$ cat src/rtl/picomips_pkg.sv
// Shared picoMIPS definitions: flow-control opcodes, fetch FSM states and
// the helper that separates flow-control words from ALU words.
package picomips_pkg;

    localparam logic [3:0] OP_JMP   = 4'hA;
    localparam logic [3:0] OP_BEQ   = 4'hB;
    localparam logic [3:0] OP_BNE   = 4'hC;
    localparam logic [3:0] OP_WAITH = 4'hD;
    localparam logic [3:0] OP_WAITL = 4'hE;
    localparam logic [3:0] OP_HALT  = 4'hF;

    typedef enum logic [1:0] {
        FILL = 2'd0,
        EXEC = 2'd1,
        HALT = 2'd2
    } fetch_state_t;

    // Flow-control opcodes occupy the top of the opcode space (A..F).
    function automatic logic is_flow_op(input logic [3:0] opcode);
        return (opcode >= OP_JMP);
    endfunction

endpackage

$ cat src/rtl/fetch_ctrl.sv
// Fetch/branch controller for picoMIPS: a 2-stage fetch/execute pipeline
// that steers the pc through PCincr/Branchaddr and holds the fetched word in IR.
module fetch_ctrl
    import picomips_pkg::*;
#(
    parameter int Psize = 5,
    parameter int Isize = 24
) (
    input  logic             clk,
    input  logic             reset,
    input  logic [Psize-1:0] PCin,
    input  logic [Isize-1:0] Instr,
    input  logic             zflag,
    input  logic             go,
    output logic             PCincr,
    output logic [Psize-1:0] Branchaddr,
    output logic [Isize-1:0] IR,
    output logic             exec_en,
    output logic             stalled,
    output logic             halted
);

    fetch_state_t     state;
    fetch_state_t     stateNext;
    logic [Isize-1:0] irNext;
    logic [3:0]       opcode;
    logic [Psize-1:0] target;
    logic             branchTaken;
    logic             waitHold;
    logic             haltDecode;

    assign opcode = IR[Isize-1 -: 4];
    assign target = IR[Psize-1:0];

    assign branchTaken = (opcode == OP_JMP)
                       || ((opcode == OP_BEQ) && zflag)
                       || ((opcode == OP_BNE) && !zflag);
    assign waitHold    = ((opcode == OP_WAITH) && !go)
                       || ((opcode == OP_WAITL) && go);
    assign haltDecode  = (state == EXEC) && (opcode == OP_HALT);

    // State, instruction register and the sticky halt flag.
    always_ff @(posedge clk or negedge reset) begin
        if (!reset) begin
            state  <= FILL;
            IR     <= '0;
            halted <= 1'b0;
        end else begin
            state  <= stateNext;
            IR     <= irNext;
            if (haltDecode)
                halted <= 1'b1;
        end
    end

    // A taken branch empties IR so the word fetched behind it is dropped.
    always_comb begin
        stateNext = state;
        irNext    = IR;
        case (state)
            FILL: begin
                stateNext = EXEC;
                irNext    = Instr;
            end
            EXEC: begin
                if (!is_flow_op(opcode)) begin
                    irNext = Instr;
                end else if (branchTaken) begin
                    stateNext = FILL;
                    irNext    = '0;
                end else if (opcode == OP_HALT) begin
                    stateNext = HALT;
                end else if (!waitHold) begin
                    irNext = Instr;
                end
            end
            HALT: begin
                stateNext = HALT;
            end
            default: begin
                stateNext = FILL;
                irNext    = '0;
            end
        endcase
    end

    // Holding the pc is done by branching it to its own address.
    always_comb begin
        PCincr     = 1'b1;
        Branchaddr = PCin;
        exec_en    = 1'b0;
        stalled    = 1'b0;
        case (state)
            EXEC: begin
                if (!is_flow_op(opcode)) begin
                    exec_en = 1'b1;
                end else if (branchTaken) begin
                    PCincr     = 1'b0;
                    Branchaddr = target;
                end else if (opcode == OP_HALT) begin
                    PCincr = 1'b0;
                end else if (waitHold) begin
                    PCincr  = 1'b0;
                    stalled = 1'b1;
                end
            end
            HALT: begin
                PCincr = 1'b0;
            end
            default: begin
                PCincr = 1'b1;
            end
        endcase
    end

endmodule

$ cat config.mk
export PLATFORM = sky130hd
export DESIGN_NAME = fetch_ctrl
export DESIGN_NICKNAME = d
export VERILOG_FILES = /design/src/rtl/picomips_pkg.sv /design/src/rtl/fetch_ctrl.sv
export SDC_FILE = /design/constraint.sdc
export NUM_CORES = 1
export LEC_CHECK = 0
export BUFFER_PORTS_ARGS = -buffer_cell sky130_fd_sc_hd__buf_4
export CORE_UTILIZATION = 43
export CTS_CLUSTER_SIZE = 30
export DETAILED_ROUTE_END_ITERATION = 10
export HOLD_SLACK_MARGIN = 0.1
export MAX_ROUTING_LAYER = met4
export PLACE_DENSITY_LB_ADDON = 0.08
export SYNTH_ARGS = -nofsm -noshare
export SYNTH_HDL_FRONTEND = slang
export SYNTH_SLANG_ARGS = --single-unit
export TNS_END_PERCENT = 100
$ cat constraint.sdc
create_clock -name clk -period 2.25 [get_ports clk]
set_clock_uncertainty 0.1 [all_clocks]
set_input_delay 0.1125 -clock clk [delete_from_list [all_inputs] [get_ports clk]]
set_output_delay 0.1125 -clock clk [all_outputs]
set_load 0.005 [all_outputs]
# == Yosys cells after proc, flatten, opt, wreduce, memory -nomap -nowiden ==
# Cells that the tools add are included.
# op_classes
eq_ne,12
bitwise,1
magnitude_cmp,1
reduce_logical,13
n_mux,24
# ops
cell,n
two-way mux 24 bit,4
one-hot mux 24 bit (3 select lines),1
== test 4 bit (second input constant),6
two-way mux 5 bit,3
two-way mux 1 bit,11
!= test 4 bit (second input constant),2
two-way mux 2 bit,3
one-hot mux 2 bit (3 select lines),1
logical AND 1 bit,5
>= comparator 4 bit (second input constant),1
logical OR 1 bit,3
!= test 3 x 2 -> 1 bit (second input constant),1
AND reduction 3 bit,1
== test 2 x 1 -> 1 bit (second input constant),1
== test 2 bit (second input constant),1
zero test 1 bit,2
zero test 2 bit,1
!= test 2 x 1 -> 1 bit (second input constant),1
one-hot mux 1 bit (2 select lines),1
AND reduction 2 bit,1
NOT 1 bit,1
# word_totals
register_bits,27
elab_cells,54

# == Depth between registers and ports, before layout ==
# logic_depth
depth_word,8
mapped_depth,5
mapped_depth_nobuf,4

# == Worst setup path after synthesis ==
# No wires, ideal clock.
# synth_timing
kind,flip-flop to output port
from,register IR[20]
to,output Branchaddr[0]
path_buffers,1
path_stages_with_launch,6
setup_slack_ps,456
arrival_ps,1581
t_required_ps,2037
cell_sequence,dfrtp_1 and2b_1 o32ai_2 and2_2 buf_6 mux2_2
# synth_via
elab_chain_cells,7
# synth_lines
item,line,rtl
"start, declared",fetch_ctrl.sv:17,"output logic [Isize-1:0] IR,"
"start signal, assigned",fetch_ctrl.sv:50,IR <= irNext;
== test 4 bit,fetch_ctrl.sv:36,|| ((opcode == OP_BEQ) && zflag)
logical AND 1 bit,fetch_ctrl.sv:36,
logical OR 1 bit,fetch_ctrl.sv:36,
logical OR 1 bit,fetch_ctrl.sv:37,|| ((opcode == OP_BNE) && !zflag);
two-way mux 5 bit,fetch_ctrl.sv:97,end else if (branchTaken) begin
two-way mux 5 bit *,fetch_ctrl.sv:95,if (!is_flow_op(opcode)) begin
two-way mux 5 bit *,fetch_ctrl.sv:93,case (state)
"end, declared",fetch_ctrl.sv:16,"output logic [Psize-1:0] Branchaddr,"
# Mark *: on every way between the ends. The rest lies on a longest branch, timed or not.

# == Worst setup path in the final report ==
# layout_timing
from,register IR[20]
to,output Branchaddr[3]
# The elaborated chain is that of the path after synthesis.

==> impl_metrics.env <==
export IMPL_timing_max_cap_violations=0
export IMPL_finalSetupViolCount=5
export IMPL_yosys_warnings=0
export IMPL_areaGrowthSynthToFinish_pct=71.55
export IMPL_detailed_place_hpwl_mm=2.073
export IMPL_worst_pin_slew_ps=916.5
export IMPL_die_width_um=55.13
export IMPL_place_area_um2=1703
export IMPL_internal_power_mw=1.621
export IMPL_synth_net_count=124
export IMPL_netlist_area_um2=1214
export IMPL_critical_path_arrival_ps=2060
export IMPL_cts_root_buffer="sky130_fd_sc_hd__clkbuf_4"
export IMPL_finalInstanceArea_um2=2082
export IMPL_htree_num_levels=1
export IMPL_drt_drc_violations_left=0
export IMPL_final_cell_mix="sky130_fd_sc_hd__buf_4, sky130_fd_sc_hd__dlygate4sd3_1, sky130_fd_sc_hd__dfrtp_1"
export IMPL_worstSkewPairLatency_ps=320
export IMPL_detail_route_wirelength_mm=4.031
export IMPL_vdd_ir_drop_worst_mv=0.8440
export IMPL_grt_max_degree=28
export IMPL_power_switching_fraction=0.3711
export IMPL_final_max_slew_violation_count=0
export IMPL_place_gp_congestion=0.8111
export IMPL_worst_slew_margin_rel=0.3890
export IMPL_p_comb_frac=0.551
export IMPL_finish_net_count=220
export IMPL_height_of_the_die_um=55.13
export IMPL_cts_made_buffers=3
export IMPL_postLayoutCoreUtil=0.8109
export IMPL_number_of_global_route_vias_before_repair=1034
export IMPL_synth_cell_type_count=28
export IMPL_largest_area_contributor_in_the_netlist="sky130_fd_sc_hd__dfrtp_1"
export IMPL_netlist_area_leader_share=0.5567
export IMPL_mostFrequentLayoutCell="sky130_fd_sc_hd__buf_4"
export IMPL_clk_pin_slew_worst_paths_ps=130
export IMPL_grt_overflow_total=0
export IMPL_setup_tns_final_ps=-77.43
export IMPL_post_drt_via_cell_ratio=5.544
export IMPL_crit_path_top_delay_cell="sky130_fd_sc_hd__dfrtp_2"
export IMPL_starting_density_of_the_core=0.4727
export IMPL_track_usage=0.2442
export IMPL_timing_hold_worst_class="in -> async"
export IMPL_share_of_total_power_in_sequential_cells=0.371
export IMPL_violations="setup timing"
export IMPL_worst_slack_ps=-24.16
export IMPL_post_route_cells_drive_above_1_share=0.5161
export IMPL_outcome="finished with violations"
export IMPL_coreArea_um2=2567
export IMPL_grt_first_pass_wirelength_mm=4.905
export IMPL_post_synth_inst_count=91
export IMPL_cts_sinks=27
export IMPL_antenna_violating_nets_post_route=0
export IMPL_fp_row_count=18
export IMPL_critPathRequiredTime_ps=2040
export IMPL_fp_dieArea_um2=3039
export IMPL_drt_iter0_drc=29
export IMPL_numPortBuffers=65
export IMPL_timing_critical_path_cells="and2b_2, o32ai_4, and2_4, mux2_4, buf_6"
export IMPL_post_synth_cell_area_avg_um2=13.34
export IMPL_path_max_fanout=7
export IMPL_setup_worst_path_end_class="primary output"
export IMPL_floorplan_io_pins=66
export IMPL_layout_min_cycle_time_ps=2274
export IMPL_postSynthRegisterBits=27
export IMPL_fmax_mhz=439.7
export IMPL_finalCritPeriodShare=1.011
export IMPL_path_class="reg -> out"
export IMPL_tritoncts="yes"
export IMPL_fraction_of_the_yosys_area_taken_by_sequential_cells=0.5567
export IMPL_clk_path_buf_depth=2
export IMPL_netlist_top_cells_area="sky130_fd_sc_hd__dfrtp_1, sky130_fd_sc_hd__a22o_1, sky130_fd_sc_hd__mux2_2"
export IMPL_switchingPower_mw=0.9564
export IMPL_detailedRoute_firstPassIterationCount=4
export IMPL_rsz_0062_raised_after_global_routing="yes"
export IMPL_clock_share_of_power=0.079
export IMPL_route_detailed_wl_per_inst_um=18.58
export IMPL_route_vias_total=1203
export IMPL_timing_hold_violations_final=0
export IMPL_grt_antenna_before_repair=1
export IMPL_critPathLaunchType="flip-flop"
export IMPL_power_static_leakage_nw=0.9912
export IMPL_max_stage_delay_ps=480
export IMPL_powerDensity_nw_per_um2=1238
## worst max-delay path: cells and delay by family, from the launching register on
kind,cells,cell delay [ps]
multiplexers,1,330
flip-flops,1,480
buffers and inverters,1,120
AND/OR/NAND/NOR,2,510
AO/OA/AOI/OAI,1,310
## power by group through the flow
| stage | combinational (mW) | clock, mW | sequential [mW] |
|---|---|---|---|
| after global routing | 1.52 | 0.233 | 0.981 |
| final | 1.42 | 0.203 | 0.955 |
| after detailed placement | 1.18 | 0 | 0.923 |
| after floorplan | 0.632 | 0 | 0.924 |
| after CTS | 1.25 | 0.215 | 0.926 |
| after global placement | 1.17 | 0 | 0.915 |
## through the flow
step / power (mW) / std cells / setup WS, ps / hold slack [ps]
after floorplan: 1.556 / 91 / 456.2 / -283.1
after global placement: 2.080 / 182 / 168.0 / -60.60
after detailed placement: 2.100 / 182 / 166.6 / -58.81
after CTS: 2.387 / 211 / 0.6704 / 121.1
after global routing: 2.736 / 217 / -96.70 / 143.9
final: 2.577 / 217 / -24.16 / 137.8
## kinds of logic after synthesis
| kind of cell | count (synthesis) | synth area share |
|---|---|---|
| AOI/OAI and AO/OA | 31 | 0.2412 |
| buffers and inverters | 7 | 0.04227 |
| DFF | 27 | 0.5567 |
| muxes | 7 | 0.06391 |
| and+or+nand+nor | 19 | 0.09588 |
## registers in the layout (all words and copies together) (netlist names)
| signal | flops |
|---|---|
| IR | 24 |
| halted | 1 |
| state | 2 |
## metal layers
metal / vias up / wire length (um) / track usage
li1: 549 / - / -
met1: 593 / 1582 / 0.2884
met2: 51 / 2114 / 0.4157
met3: 10 / 245 / 0.03825
met4: 0 / 89 / 0.09583
met5: - / 0 / -
## Yosys cell counts
library cell                n
sky130_fd_sc_hd__a311oi_4   1
sky130_fd_sc_hd__nor2_1     2
sky130_fd_sc_hd__o21bai_1   1
sky130_fd_sc_hd__o21ai_0    1
sky130_fd_sc_hd__a221o_1    2
sky130_fd_sc_hd__mux2i_1    1
sky130_fd_sc_hd__or2_2      4
sky130_fd_sc_hd__buf_2      2
sky130_fd_sc_hd__dfrtp_1   27
sky130_fd_sc_hd__nand2_1    3
sky130_fd_sc_hd__and2_2     1
sky130_fd_sc_hd__mux2_2     6
sky130_fd_sc_hd__a41oi_1    1
sky130_fd_sc_hd__a22o_2     2
sky130_fd_sc_hd__nor2b_1    1
sky130_fd_sc_hd__a22o_1    20
sky130_fd_sc_hd__and3b_1    1
sky130_fd_sc_hd__nand4b_1   1
sky130_fd_sc_hd__nor2_2     1
sky130_fd_sc_hd__a311oi_1   1
sky130_fd_sc_hd__o32ai_2    1
sky130_fd_sc_hd__or3_2      2
sky130_fd_sc_hd__nand3_1    1
sky130_fd_sc_hd__a21oi_1    1
sky130_fd_sc_hd__or2b_1     1
sky130_fd_sc_hd__and2b_1    1
sky130_fd_sc_hd__buf_6      3
sky130_fd_sc_hd__inv_1      2
## cell type report
| type | instances | area (um^2) |
|---|---|---|
| timing repair buffer | 95 | 794.5 |
| inverter | 2 | 7.507 |
| antenna | 1 | 2.502 |
| tap | 30 | 37.54 |
| clock buffer | 4 | 26.28 |
| fill | 144 | 485.5 |
| sequential | 27 | 679.4 |
| multi-input combinational | 58 | 534.3 |
## what timing repair did
action / CTS / global route
setup buffers: 0 / 4
endpoints found under the setup margin: 5 / 11
resized for setup: 5 / 11
gates cloned: 0 / 1
endpoints found under the hold margin: 51 / 0
hold buffers: 25 / 0
pin swaps: 1 / 3
## final timing paths
kind	from	endpoint	slack, ps	depth (start not counted)
setup / recovery	IR[20]	Branchaddr[3]	-20	5
hold / removal	reset	IR[15]	140	2
setup reg to reg	state[1]	IR[1]	60	4
hold reg to reg	halted	halted	390	1
max in group asynchronous	reset	IR[22]	1640	2
min in group clk	halted	halted	390	1
Power figures use the tool's default switching activity.
